--- config.mk ---
export PLATFORM = sky130hd
export DESIGN_NAME = vga_timing_gen
export DESIGN_NICKNAME = d
export VERILOG_FILES = /design/src/rtl/vga_timing_gen.sv
export SDC_FILE = /design/constraint.sdc
export NUM_CORES = 1
export LEC_CHECK = 0
export BUFFER_PORTS_ARGS = -buffer_cell sky130_fd_sc_hd__buf_4
export CORE_ASPECT_RATIO = 1.25
export CORE_MARGIN = 3
export CORE_UTILIZATION = 55
export DETAILED_ROUTE_END_ITERATION = 10
export PLACE_DENSITY_LB_ADDON = 0.25
export RECOVER_POWER = 50
export SKIP_LAST_GASP = 1
export SYNTH_ARGS = -nofsm -noshare
export SYNTH_HDL_FRONTEND = slang
export SYNTH_SLANG_ARGS = --single-unit
--- constraint.sdc ---
create_clock -name i_Clk -period 5.6 [get_ports i_Clk]
set_input_delay 0.84 -clock i_Clk [delete_from_list [all_inputs] [get_ports i_Clk]]
set_output_delay 0.84 -clock i_Clk [all_outputs]
set_load 0.005 [all_outputs]
--- src/rtl/vga_timing_gen.sv ---
`default_nettype none
// ============================================================================
// Module      : vga_timing_gen
// Description : Parametrised VGA raster timing generator. Produces column/row
//               counters, registered H/V sync pulses with programmable
//               polarity, an active-video flag and line/frame start strobes.
//               All flags are decoded from the next-state counts so they are
//               aligned with the registered counters in the same cycle.
//               Optional feature macro: VGA_TIMING_FRAME_COUNT_EN adds a
//               16-bit o_Frame_Count output.
// Revision    : 1.0 - initial release
// ============================================================================
module vga_timing_gen #(
    parameter int ACTIVE_COLS   = 640,
    parameter int H_FRONT_PORCH = 16,
    parameter int H_SYNC_WIDTH  = 96,
    parameter int H_BACK_PORCH  = 48,
    parameter int ACTIVE_ROWS   = 480,
    parameter int V_FRONT_PORCH = 10,
    parameter int V_SYNC_WIDTH  = 2,
    parameter int V_BACK_PORCH  = 33,
    parameter bit HSYNC_POL     = 1'b0,
    parameter bit VSYNC_POL     = 1'b0,
    parameter int COUNT_WIDTH   = 10
) (
    input  logic                   i_Clk,
    input  logic                   i_Rst,
    input  logic                   i_Enable,
    output logic                   o_HSync,
    output logic                   o_VSync,
    output logic                   o_Active,
    output logic                   o_Line_Start,
    output logic                   o_Frame_Start,
    output logic [COUNT_WIDTH-1:0] o_Col_Count,
    output logic [COUNT_WIDTH-1:0] o_Row_Count
`ifdef VGA_TIMING_FRAME_COUNT_EN
    ,
    output logic [15:0]            o_Frame_Count
`endif
);

    localparam int c_TOTAL_COLS = ACTIVE_COLS + H_FRONT_PORCH + H_SYNC_WIDTH + H_BACK_PORCH;
    localparam int c_TOTAL_ROWS = ACTIVE_ROWS + V_FRONT_PORCH + V_SYNC_WIDTH + V_BACK_PORCH;
    localparam int c_HS_START   = ACTIVE_COLS + H_FRONT_PORCH;
    localparam int c_HS_END     = c_HS_START + H_SYNC_WIDTH;
    localparam int c_VS_START   = ACTIVE_ROWS + V_FRONT_PORCH;
    localparam int c_VS_END     = c_VS_START + V_SYNC_WIDTH;

    // Count-width versions of the decode boundaries. Because back porches are
    // at least one, every boundary below fits in COUNT_WIDTH bits.
    localparam logic [COUNT_WIDTH-1:0] c_COL_LAST   = COUNT_WIDTH'(c_TOTAL_COLS - 1);
    localparam logic [COUNT_WIDTH-1:0] c_ROW_LAST   = COUNT_WIDTH'(c_TOTAL_ROWS - 1);
    localparam logic [COUNT_WIDTH-1:0] c_ACT_COLS   = COUNT_WIDTH'(ACTIVE_COLS);
    localparam logic [COUNT_WIDTH-1:0] c_ACT_ROWS   = COUNT_WIDTH'(ACTIVE_ROWS);
    localparam logic [COUNT_WIDTH-1:0] c_HS_START_W = COUNT_WIDTH'(c_HS_START);
    localparam logic [COUNT_WIDTH-1:0] c_HS_END_W   = COUNT_WIDTH'(c_HS_END);
    localparam logic [COUNT_WIDTH-1:0] c_VS_START_W = COUNT_WIDTH'(c_VS_START);
    localparam logic [COUNT_WIDTH-1:0] c_VS_END_W   = COUNT_WIDTH'(c_VS_END);

    // Reject timing modes that cannot be represented or that would make the
    // sync pulse touch the wrap point.
    generate
        if ((H_BACK_PORCH < 1) || (V_BACK_PORCH < 1) ||
            (H_SYNC_WIDTH < 1) || (V_SYNC_WIDTH < 1) ||
            (c_TOTAL_COLS > (1 << COUNT_WIDTH)) ||
            (c_TOTAL_ROWS > (1 << COUNT_WIDTH))) begin : g_bad_params
            $error("vga_timing_gen: illegal timing parameters");
        end
    endgenerate

    logic [COUNT_WIDTH-1:0] r_col;
    logic [COUNT_WIDTH-1:0] r_row;
    logic                   r_hsync;
    logic                   r_vsync;
    logic                   r_active;
    logic                   r_line_start;
    logic                   r_frame_start;

    logic                   w_col_wrap;
    logic [COUNT_WIDTH-1:0] w_col_next;
    logic [COUNT_WIDTH-1:0] w_row_next;
    logic                   w_hs_on;
    logic                   w_vs_on;
    logic                   w_active_next;
    logic                   w_line_next;
    logic                   w_frame_next;

    // Next position: column wraps at line end, row advances (and wraps) then
    assign w_col_wrap = (r_col == c_COL_LAST);
    assign w_col_next = w_col_wrap ? '0 : r_col + COUNT_WIDTH'(1);
    assign w_row_next = !w_col_wrap ? r_row :
                        ((r_row == c_ROW_LAST) ? '0 : r_row + COUNT_WIDTH'(1));

    // Decodes taken from the next position so they register alongside it
    assign w_hs_on       = (w_col_next >= c_HS_START_W) && (w_col_next < c_HS_END_W);
    assign w_vs_on       = (w_row_next >= c_VS_START_W) && (w_row_next < c_VS_END_W);
    assign w_active_next = (w_col_next < c_ACT_COLS) && (w_row_next < c_ACT_ROWS);
    assign w_line_next   = (w_col_next == '0);
    assign w_frame_next  = w_line_next && (w_row_next == '0);

    // Position and flag registers; reset parks on the last back-porch pixel
    always_ff @(posedge i_Clk) begin
        if (i_Rst) begin
            r_col         <= c_COL_LAST;
            r_row         <= c_ROW_LAST;
            r_hsync       <= ~HSYNC_POL;
            r_vsync       <= ~VSYNC_POL;
            r_active      <= 1'b0;
            r_line_start  <= 1'b0;
            r_frame_start <= 1'b0;
        end else if (i_Enable) begin
            r_col         <= w_col_next;
            r_row         <= w_row_next;
            r_hsync       <= w_hs_on ? HSYNC_POL : ~HSYNC_POL;
            r_vsync       <= w_vs_on ? VSYNC_POL : ~VSYNC_POL;
            r_active      <= w_active_next;
            r_line_start  <= w_line_next;
            r_frame_start <= w_frame_next;
        end
    end

    assign o_Col_Count   = r_col;
    assign o_Row_Count   = r_row;
    assign o_HSync       = r_hsync;
    assign o_VSync       = r_vsync;
    assign o_Active      = r_active;
    assign o_Line_Start  = r_line_start;
    assign o_Frame_Start = r_frame_start;

`ifdef VGA_TIMING_FRAME_COUNT_EN
    logic [15:0] r_frame_count;

    // Frame counter starts at all-ones so the first frame after reset reads 0
    always_ff @(posedge i_Clk) begin
        if (i_Rst) begin
            r_frame_count <= 16'hFFFF;
        end else if (i_Enable && w_frame_next) begin
            r_frame_count <= r_frame_count + 16'd1;
        end
    end

    assign o_Frame_Count = r_frame_count;
`endif

endmodule
`default_nettype wire

Yosys cells after proc, flatten, opt, wreduce, memory -nomap -nowiden
Index checks and enable logic that the tools add are counted.
{"block": "totals", "input_bits": 3, "elab_cells": 28, "register_bits": 25, "output_inout_bits": 25}
{"block": "op_classes", "eq_ne": 2, "n_addsub": 2, "mux": 5, "reduce_logical": 6, "magnitude_cmp": 6}
{"op": "two-way mux 10 bit", "count": 3}
{"op": "adder 10 x 1 -> 10 bit, second input constant", "count": 2}
{"op": "equality test 10 bit, second input constant", "count": 2}
{"op": "logical NOT 10 bit", "count": 2}
{"op": "less-than comparator 10 bit, second input constant", "count": 2}
{"op": "less-than comparator 10 x 9 -> 1 bit, second input constant", "count": 2}
{"op": ">= comparator 10 bit, second input constant", "count": 1}
{"op": ">= comparator 10 x 9 -> 1 bit, second input constant", "count": 1}
{"op": "logical AND 1 bit", "count": 4}
{"op": "two-way mux 1 bit", "count": 2}

Logic depth before layout (Yosys ltp)
Gate-level depths: netlist of the first run.
{"block": "depth", "ltp_word": 6, "depth_mapped": 9, "mapped_depth_nobuf": 8}

Worst setup path before layout of the first run
OpenSTA, ideal clock, no wires.
{"block": "synth_timing", "kind": "register -> register", "startpoint": "reg r_col[0], in the netlist o_Col_Count[0]", "endpoint": "reg r_vsync, in the netlist o_VSync", "slack_ns": 3.663, "arrival_ns": 1.809, "setup_time_ns": 0.127, "required_ns": 5.473, "path_buffers": 2, "path_stages_with_launch": 10, "synth_period_minus_slack_ns": 1.937, "path_cell_list": "dfxtp_1 ha_1 and4_1 buf_6 and3_4 buf_4 nand2_1 and3_1 nor4b_1 a21oi_1"}
{"block": "synth_via", "elab_chain_len": 5, "word_cells_on_any_way": 6, "classes_between": "2 x order compare; 1 x eq/ne; 2 x mux; 1 x reduce/logical"}
{"element": "from (decl)", "line": "71", "source": "logic [COUNT_WIDTH-1:0] r_col;"}
{"element": "from (signal assigned)", "line": "104", "source": "r_col <= c_COL_LAST;"}
{"element": "from (signal assigned)", "line": "112", "source": "r_col <= w_col_next;"}
{"element": "equality test 10 bit *", "line": "89", "source": "assign w_col_wrap = (r_col == c_COL_LAST);"}
{"element": "two-way mux 10 bit *", "line": "91", "source": "assign w_row_next = !w_col_wrap ? r_row :"}
{"element": ">= comparator 10 x 9 -> 1 bit / less-than comparator 10 x 9 -> 1 bit (equally long branches)", "line": "96", "source": "assign w_vs_on = (w_row_next >= c_VS_START_W) && (w_row_next < c_VS_END_W);"}
{"element": "logical AND 1 bit *", "line": "96"}
{"element": "two-way mux 1 bit *", "line": "115", "source": "r_vsync <= w_vs_on ? VSYNC_POL : ~VSYNC_POL;"}
{"element": "to (signal assigned)", "line": "107", "source": "r_vsync <= ~VSYNC_POL;"}
{"element": "to (signal assigned)", "line": "115"}
{"element": "to (decl)", "line": "74", "source": "logic r_vsync;"}
Mark *: on every way between the ends. The rest lies on a longest branch, timed or not.
A chain may end at the register's enable or synchronous reset.

Final worst setup path of the first run
Ends and elaborated chain as after synthesis.

==> summary by stage, run 1 <==
Run status
The run finished with clean final reports.

STA
Setup repair after global routing left no endpoint under its margin. The normalized max-slew margin is 0.618. Dividing the final minimum period by the clock period gives 0.453. Derived from the worst setup path, the maximum achievable clock frequency is 0.394 GHz. The number of hold violations in the final report was 0. Setup slack closes at roughly 3 ns. Subtracting the final worst setup slack from the clock period gives roughly 2.5 ns. The minimum hold slack is around 0.5 ns. The number of setup violations in the final report is 0.

The transition time of the tightest slew-check pin is approximately 0.57 ns. For the final routed database, the setup TNS stands at 0 ns. The final max-slew violation count is 0.

The worst clock skew on the final layout is roughly 0.012 ns.

Power
The worst voltage drop across the vdd grid is ~0.16 mV. The power per cell area is around 230 nW/µm². Summing internal, switching and leakage power gives roughly 440 µW. The static leakage power is between 0.0007 and 0.0008 µW.

Route
The total routed wirelength is roughly 4300 µm. The routed wire length per instance is around 15 µm. After the first detailed-routing iteration, the DRC count stood at approximately 110. The number of DRC violations after detailed routing is 0.

Before antenna repair, the detailed router went through 5 iterations. The remaining antenna violation count is 0. The routed via count divided by cell count is about 6.3.

Detailed routing inserted a total of approximately 1.8k vias.

GRT
The via count of the first global-routing pass came to about 1.6k. The total grt overflow is 0. For this run, the total global-route usage over all layers was measured as 0.236. The global-route wire length before repair is about 7300 µm. Entering global routing, the biggest net connects 28 pins. The initial antenna violation count was 0.

Clock network
In this run, CTS created clock tree buffers numbering 3. The cell sitting at the root of the clock tree is a sky130_fd_sc_hd__clkbuf_4. Clock latency on the worst-skew pair, taken at its later pin, is around 0.34 ns. TritonCTS built the clock tree.

The total of hold buffers inserted after clock tree synthesis is 0. The count of H-tree levels built during CTS is 1. The clock drives 25 sinks. Clock-pin slew was measured on the worst setup and hold paths at around 0.15 ns. The number of resized instances in the post-cts repair step is 0. Post-CTS timing repair inserted 0 buffers for setup. The clock passes through at most 2 buffers.

Synth
The post-synthesis net count is ~240. The most used flip-flop cell after synthesis is sky130_fd_sc_hd__dfxtp_1. The biggest area contributor in the post-synthesis netlist is sky130_fd_sc_hd__dfxtp_1. After synthesis, the share of flip-flops with an asynchronous set or reset is 0. The synthesized design contains 0 enable-type register cells.

Synthesis produced a netlist whose cell count is 231. The synthesized cell area is between 1500 and 2000 µm². In this run, synthesis produced a sequential element count of 25. Sorting the synthesized cells by how often they occur yields 25 x sky130_fd_sc_hd__dfxtp_1, 25 x sky130_fd_sc_hd__nor2_1, 16 x sky130_fd_sc_hd__nand2_1.

After synthesis, the netlist uses 50 different library cells. Dividing the synthesized area by the synthesized cell count gives roughly 7.5 µm². The count of warnings emitted by yosys is 0. The fraction of the yosys area taken by sequential cells is 0.290. After synthesis, the cell types taking the most area are sky130_fd_sc_hd__dfxtp_1 29%, sky130_fd_sc_hd__nor2_1 5.4%, sky130_fd_sc_hd__a21oi_1 4.3%, sky130_fd_sc_hd__nand3_1 4.3%, sky130_fd_sc_hd__o21ai_0 3.5%. The top-area cell type share of the netlist area is 0.290.

Worst setup path
The biggest cell delay along the critical path is ~0.55 ns. The type of the setup path with the least slack is register to register. The type of destination of the critical path is a register. Along the worst path, the maximum fanout reaches 13. The worst setup path is launched from a register. The critical path goes through ha_1 -> and4_1 -> and3_1 -> nand3_1 -> a211oi_1 -> nor4b_1 -> a21oi_1.

STA puts the critical path data required time at between 5 and 6 ns. Counting cells, the worst reg-to-reg path comes to 7. In this run the critical register-to-register path is launched from o_Col_Count[0]. The arrival time of the worst setup path is around 2.8 ns.

The reg2reg setup slack is roughly 3.1 ns. The capture point of the worst reg-to-reg path is o_VSync. The cell with the largest stage delay on the worst path is sky130_fd_sc_hd__and3_1.

Job
The number of maximum-capacitance constraint violations is 0.

Final layout
In the final design database the tool counted 253 nets. The relative area change from synthesis to final layout is 10.7%. 0 antenna diodes ended up in the layout. The finished cells cover between 1500 and 2000 µm². Of the cells placed in the final design, the portion with a size suffix greater than 1 is 0.142.

Placement
Prior to clock tree synthesis, the placed netlist has a worst setup slack of approximately 3.2 ns. The placed wire-length estimate after detailed placement is between 3000 and 4000 µm. The congestion estimate from routability-driven global placement came to approximately 0.87. During placement, the flow inserted port buffers numbering 27.

Summing all placed instances gives a cell area of between 1500 and 2000 µm².

Worst hold path
The endpoint with the worst hold slack is o_Line_Start. The hold path startpoint is o_Line_Start. The type of the worst min-delay path is register to register.

The instance count along the most critical hold path is 2.

Die
The horizontal die dimension is roughly 56 µm. The core footprint is between 2000 and 3000 µm². The initialized floorplan defines 22 standard-cell rows. The die is between 60 and 70 µm tall. The initial core utilization is 0.581. The die covers roughly 3900 µm².

During I/O placement, the number of pins put on the boundary was 28.
[registers in the layout (all words and copies together), names as in the netlist]
name           count
o_Frame_Start      1
o_VSync            1
o_Col_Count       10
o_Active           1
o_Line_Start       1
o_Row_Count       10
o_HSync            1
[critical path: cells and delay by family (launching register included)]
family	cells	cell delay (ns)
AOI/OAI and AO/OA	2	0.35
and+or+nand+nor	4	1.42
adders and majority gates	1	0.23
DFF	1	0.44
[layout by cell type, fill, tap and decap left out, drive strengths merged, types with 6 or more instances in the layout]
master  count
inv         8
nor3       10
and3        7
nand3      15
nor2       25
a21oi      15
nand4       6
buf        10
xor2        6
o21ai      12
dfxtp      25
clkbuf     20
nand2      17
[through the flow]
step,instances,utilization
6_report,282,0.644
5_1_grt,282,0.644
4_1_cts,282,0.645
3_5_place_dp,278,0.635
3_3_place_gp,278,0.635
2_1_floorplan,231,-
[worst max path at each step]
stage | endpoint | from | slack (ns)
after floorplan | o_VSync | o_Col_Count[0] | 3.66
after global placement | o_Row_Count[2] | o_Col_Count[0] | 3.26
after detailed placement | o_Row_Count[2] | o_Col_Count[0] | 3.17
after CTS | o_Row_Count[2] | o_Col_Count[0] | 3.13
after global routing | o_Row_Count[2] | o_Col_Count[0] | 2.76
final | o_VSync | o_Col_Count[0] | 3.06
[cells by family (layout without fill, tap and decap cells)]
family          count (synthesis)  count (layout)  synth area share
simple gates                  102             102             0.312
compound gates                 66              66             0.256
flops                          25              25             0.290
buf+inv                        25              40            0.0702
xor+xnor                       10              10            0.0507
fa+ha+maj                       3               3            0.0217
[cell type report]
class | count | area, µm²
Sequential cell | 25 | 500
Clock inverter | 1 | 7.51
Tap cell | 36 | 45.0
Clock buffer | 3 | 22.5
Timing Repair Buffer | 27 | 203
Inverter | 9 | 33.8
Fill cell | 280 | 1060
Multi-Input combinational cell | 181 | 1100
[power by group]
group | switching [µW] | leakage, µW | total [µW] | internal [µW]
combinational | 82.8 | 0.000513 | 138 | 55.6
clock | 59.0 | 0.0000139 | 86.4 | 27.4
sequential | 21.9 | 0.000204 | 211 | 189
[routing by layer]
metal  part of all wire  global-route usage
met1               0.43               0.291
met2               0.49               0.408
met3              0.051              0.0261
met4              0.028               0.125
met5                  0                   0
(Power assumes the default switching activity.)
==> run 2, diff against run 1 <==
- clock period: 5.6 -> 2.6 ns (I/O delays scaled with it)
==> run 2 against run 1 <==
Compared with the run above: register-to-register slack got worse by 2.8 ns; combinational power up 130%; worst hold slack worse by 0.068 ns; highest routed layer unchanged; via count grew 0.67%; sequential share of layout area is 0.39 points lower; cell area grew 1.5%; global-route usage shrank 0.44 points; non-clock buffer count rose by 3.
==> summary by stage, run 2 (synthesis gave the netlist of run 1 again) <==
Final layout
The relative area change from synthesis to final layout is 12.4%. The library cells used most frequently in the layout, excluding fill and tap cells, are 25 x sky130_fd_sc_hd__nor2_1, 25 x sky130_fd_sc_hd__dfxtp_1, 24 x sky130_fd_sc_hd__clkbuf_4. The number of nets at the end of the flow is 256.

In the final layout, the share of cells above drive strength 1 is 0.157. The repair_antennas step left the layout with diodes totalling 0.

Clock network
The maximum count of clock buffers along a single path is 2. TritonCTS built the clock tree. In this run, CTS created clock tree buffers numbering 3.

The source-to-sink clock delay at the later pin of the worst-skew pair is roughly 0.31 ns. In this run, post-CTS hold repair placed 0 buffers. The root buffer selected by CTS is sky130_fd_sc_hd__clkbuf_4. The clock sink count is 25. The clock slew seen by the registers of the worst setup and hold paths is between 0.1 and 0.15 ns. CTS built an H-tree with a depth of 1.

STA
The final critical-path share of the clock period is 0.897. Setup repair after global routing left no endpoint under its margin. After routing, the total negative slack on setup checks comes to 0 ns.

The normalized max-slew margin is 0.629. The worst clock skew on the final layout is 0.00188 ns. The final max-slew violation count came to 0. For this run, the top clock speed supported by timing is 0.429 GHz.

Hold is met by between 0.4 and 0.5 ns. The clock period could shrink to roughly 2.3 ns. The transition time of the tightest slew-check pin is between 0.5 and 0.6 ns. The number of hold violations in the final report was 0.

The number of setup violations in the final report is 0.

Die
The die is 56.1 µm wide. The initialized floorplan defines 22 standard-cell rows. From bottom edge to top edge, the die measures 68.7 µm. The I/O pin total is 28.

The die covers slightly below 4000 µm². The initial core utilization is 0.581. The core footprint is 2970 µm².

GRT
The via count of the first global-routing pass is approximately 1.5k. Across every metal layer, demand over resource in global routing totals 0.231. The global-route wire length before repair is between 7000 and 8000 µm. The initial antenna violation count is 0. The maximum number of pins on one net before global-route repair is 28. The total grt overflow is 0.

Placement
The congestion estimate from routability-driven global placement came to 0.898. The wire-length estimate of the detail-placed layout is between 3000 and 4000 µm. The number of input and output port buffers inserted is 27.

Worst setup path
Data on the critical path is required at its endpoint by 2.85 ns. Data on the critical path arrives at its endpoint at around 2.6 ns. In this run the worst path has a maximum fanout of 13. The type of the setup path with the least slack is register to register.

The worst setup path is launched from a register. STA classifies the critical path endpoint as a register. The startpoint identified for the worst register-to-register timing path is o_Col_Count[0].

The worst setup path startpoint is o_Col_Count[0].

Route
The number of iterations in the first detailed-routing pass is 4. The number of vias in the routed layout is 1800. Dividing the detail-routed via count by the number of cells gives ~6.3. The total routed wirelength is 4310 µm. In this run the remaining antenna-violating nets after routing total 0.

After detailed routing, the average wire length per cell comes to approximately 15 µm. The DRC marker count from the first detailed-route iteration is 94. After detailed routing, the number of remaining DRC violations is 0.

Power
The power per cell area is ~490 nW/µm². Across the VDD grid, the largest voltage drop is about 0.29 mV. Summed over all cells, the static leakage comes to about 0.00074 µW.

Worst hold path
In this run the most critical hold path is launched from i_Rst. The worst hold path belongs to the class input pin to register.

Job
The number of maximum-capacitance constraint violations is 0.

Run status
The run finished with clean final reports.
-- run 2: changes by cell type in the layout (fill, tap and decap cells not counted), sizes merged --
| cell | delta |
|---|---|
| buf | -2 |
| clkbuf | +5 |
-- run 2: timing repair --
| item | in CTS | in global routing |
|---|---|---|
| gates resized for setup | 0 | 1 |
| endpoints found under the setup margin | 0 | 6 |
| buffers inserted | 0 | 0 |
-- run 2: final cells by class --
cell class / count / area (µm²)
inverter: 9 / 33.8
tap: 36 / 45.0
multi-input combinational: 181 / 1110
sequential: 25 / 500
clock buffer: 3 / 22.5
fill: 288 / 1030
clock inverter: 1 / 7.51
timing repair buffer: 30 / 221
-- run 2: final timing paths --
| kind | cells after the start | to | slack, ns |
|---|---|---|---|
| max | 6 | o_Row_Count[4] | 0.27 |
| min | 2 | o_Col_Count[5] | 0.43 |
| max reg2reg | 6 | o_Row_Count[4] | 0.27 |
| min reg2reg | 2 | o_Active | 0.49 |
-- run 2: report_power, final --
group / switching [µW] / internal, µW
Combinational: 189 / 129
Sequential: 41.5 / 406
Clock: 118 / 58.6
-- run 2: metal layers --
metal  wire [µm]  vias to the layer above  track usage
li1            -                      893            -
met1        1940                      834        0.295
met2        2090                       63        0.412
met3         215                       10       0.0261
met4          76                        0       0.0712
met5           0                        -            0
-- run 2: per-stage QoR --
step	total power [µW]	instance area [µm²]	setup WS (ns)	utilization	instances
CTS	947	1940	0.204	0.653	285
detailed placement	769	1910	0.229	0.643	281
floorplan	687	1730	0.663	-	231
global route	1010	1940	0.116	0.653	285
global placement	768	1910	0.345	0.643	281
finish	943	1940	0.268	0.653	285
-- run 2: worst max-delay path: stages, from the launching register on --
cell and delay (ns):
sky130_fd_sc_hd__dfxtp_1 0.44, sky130_fd_sc_hd__ha_1 0.25, sky130_fd_sc_hd__and4_1 0.43, sky130_fd_sc_hd__and3_4 0.35
sky130_fd_sc_hd__nand2_4 0.11, sky130_fd_sc_hd__or4_1 0.52, sky130_fd_sc_hd__a21oi_1 0.16
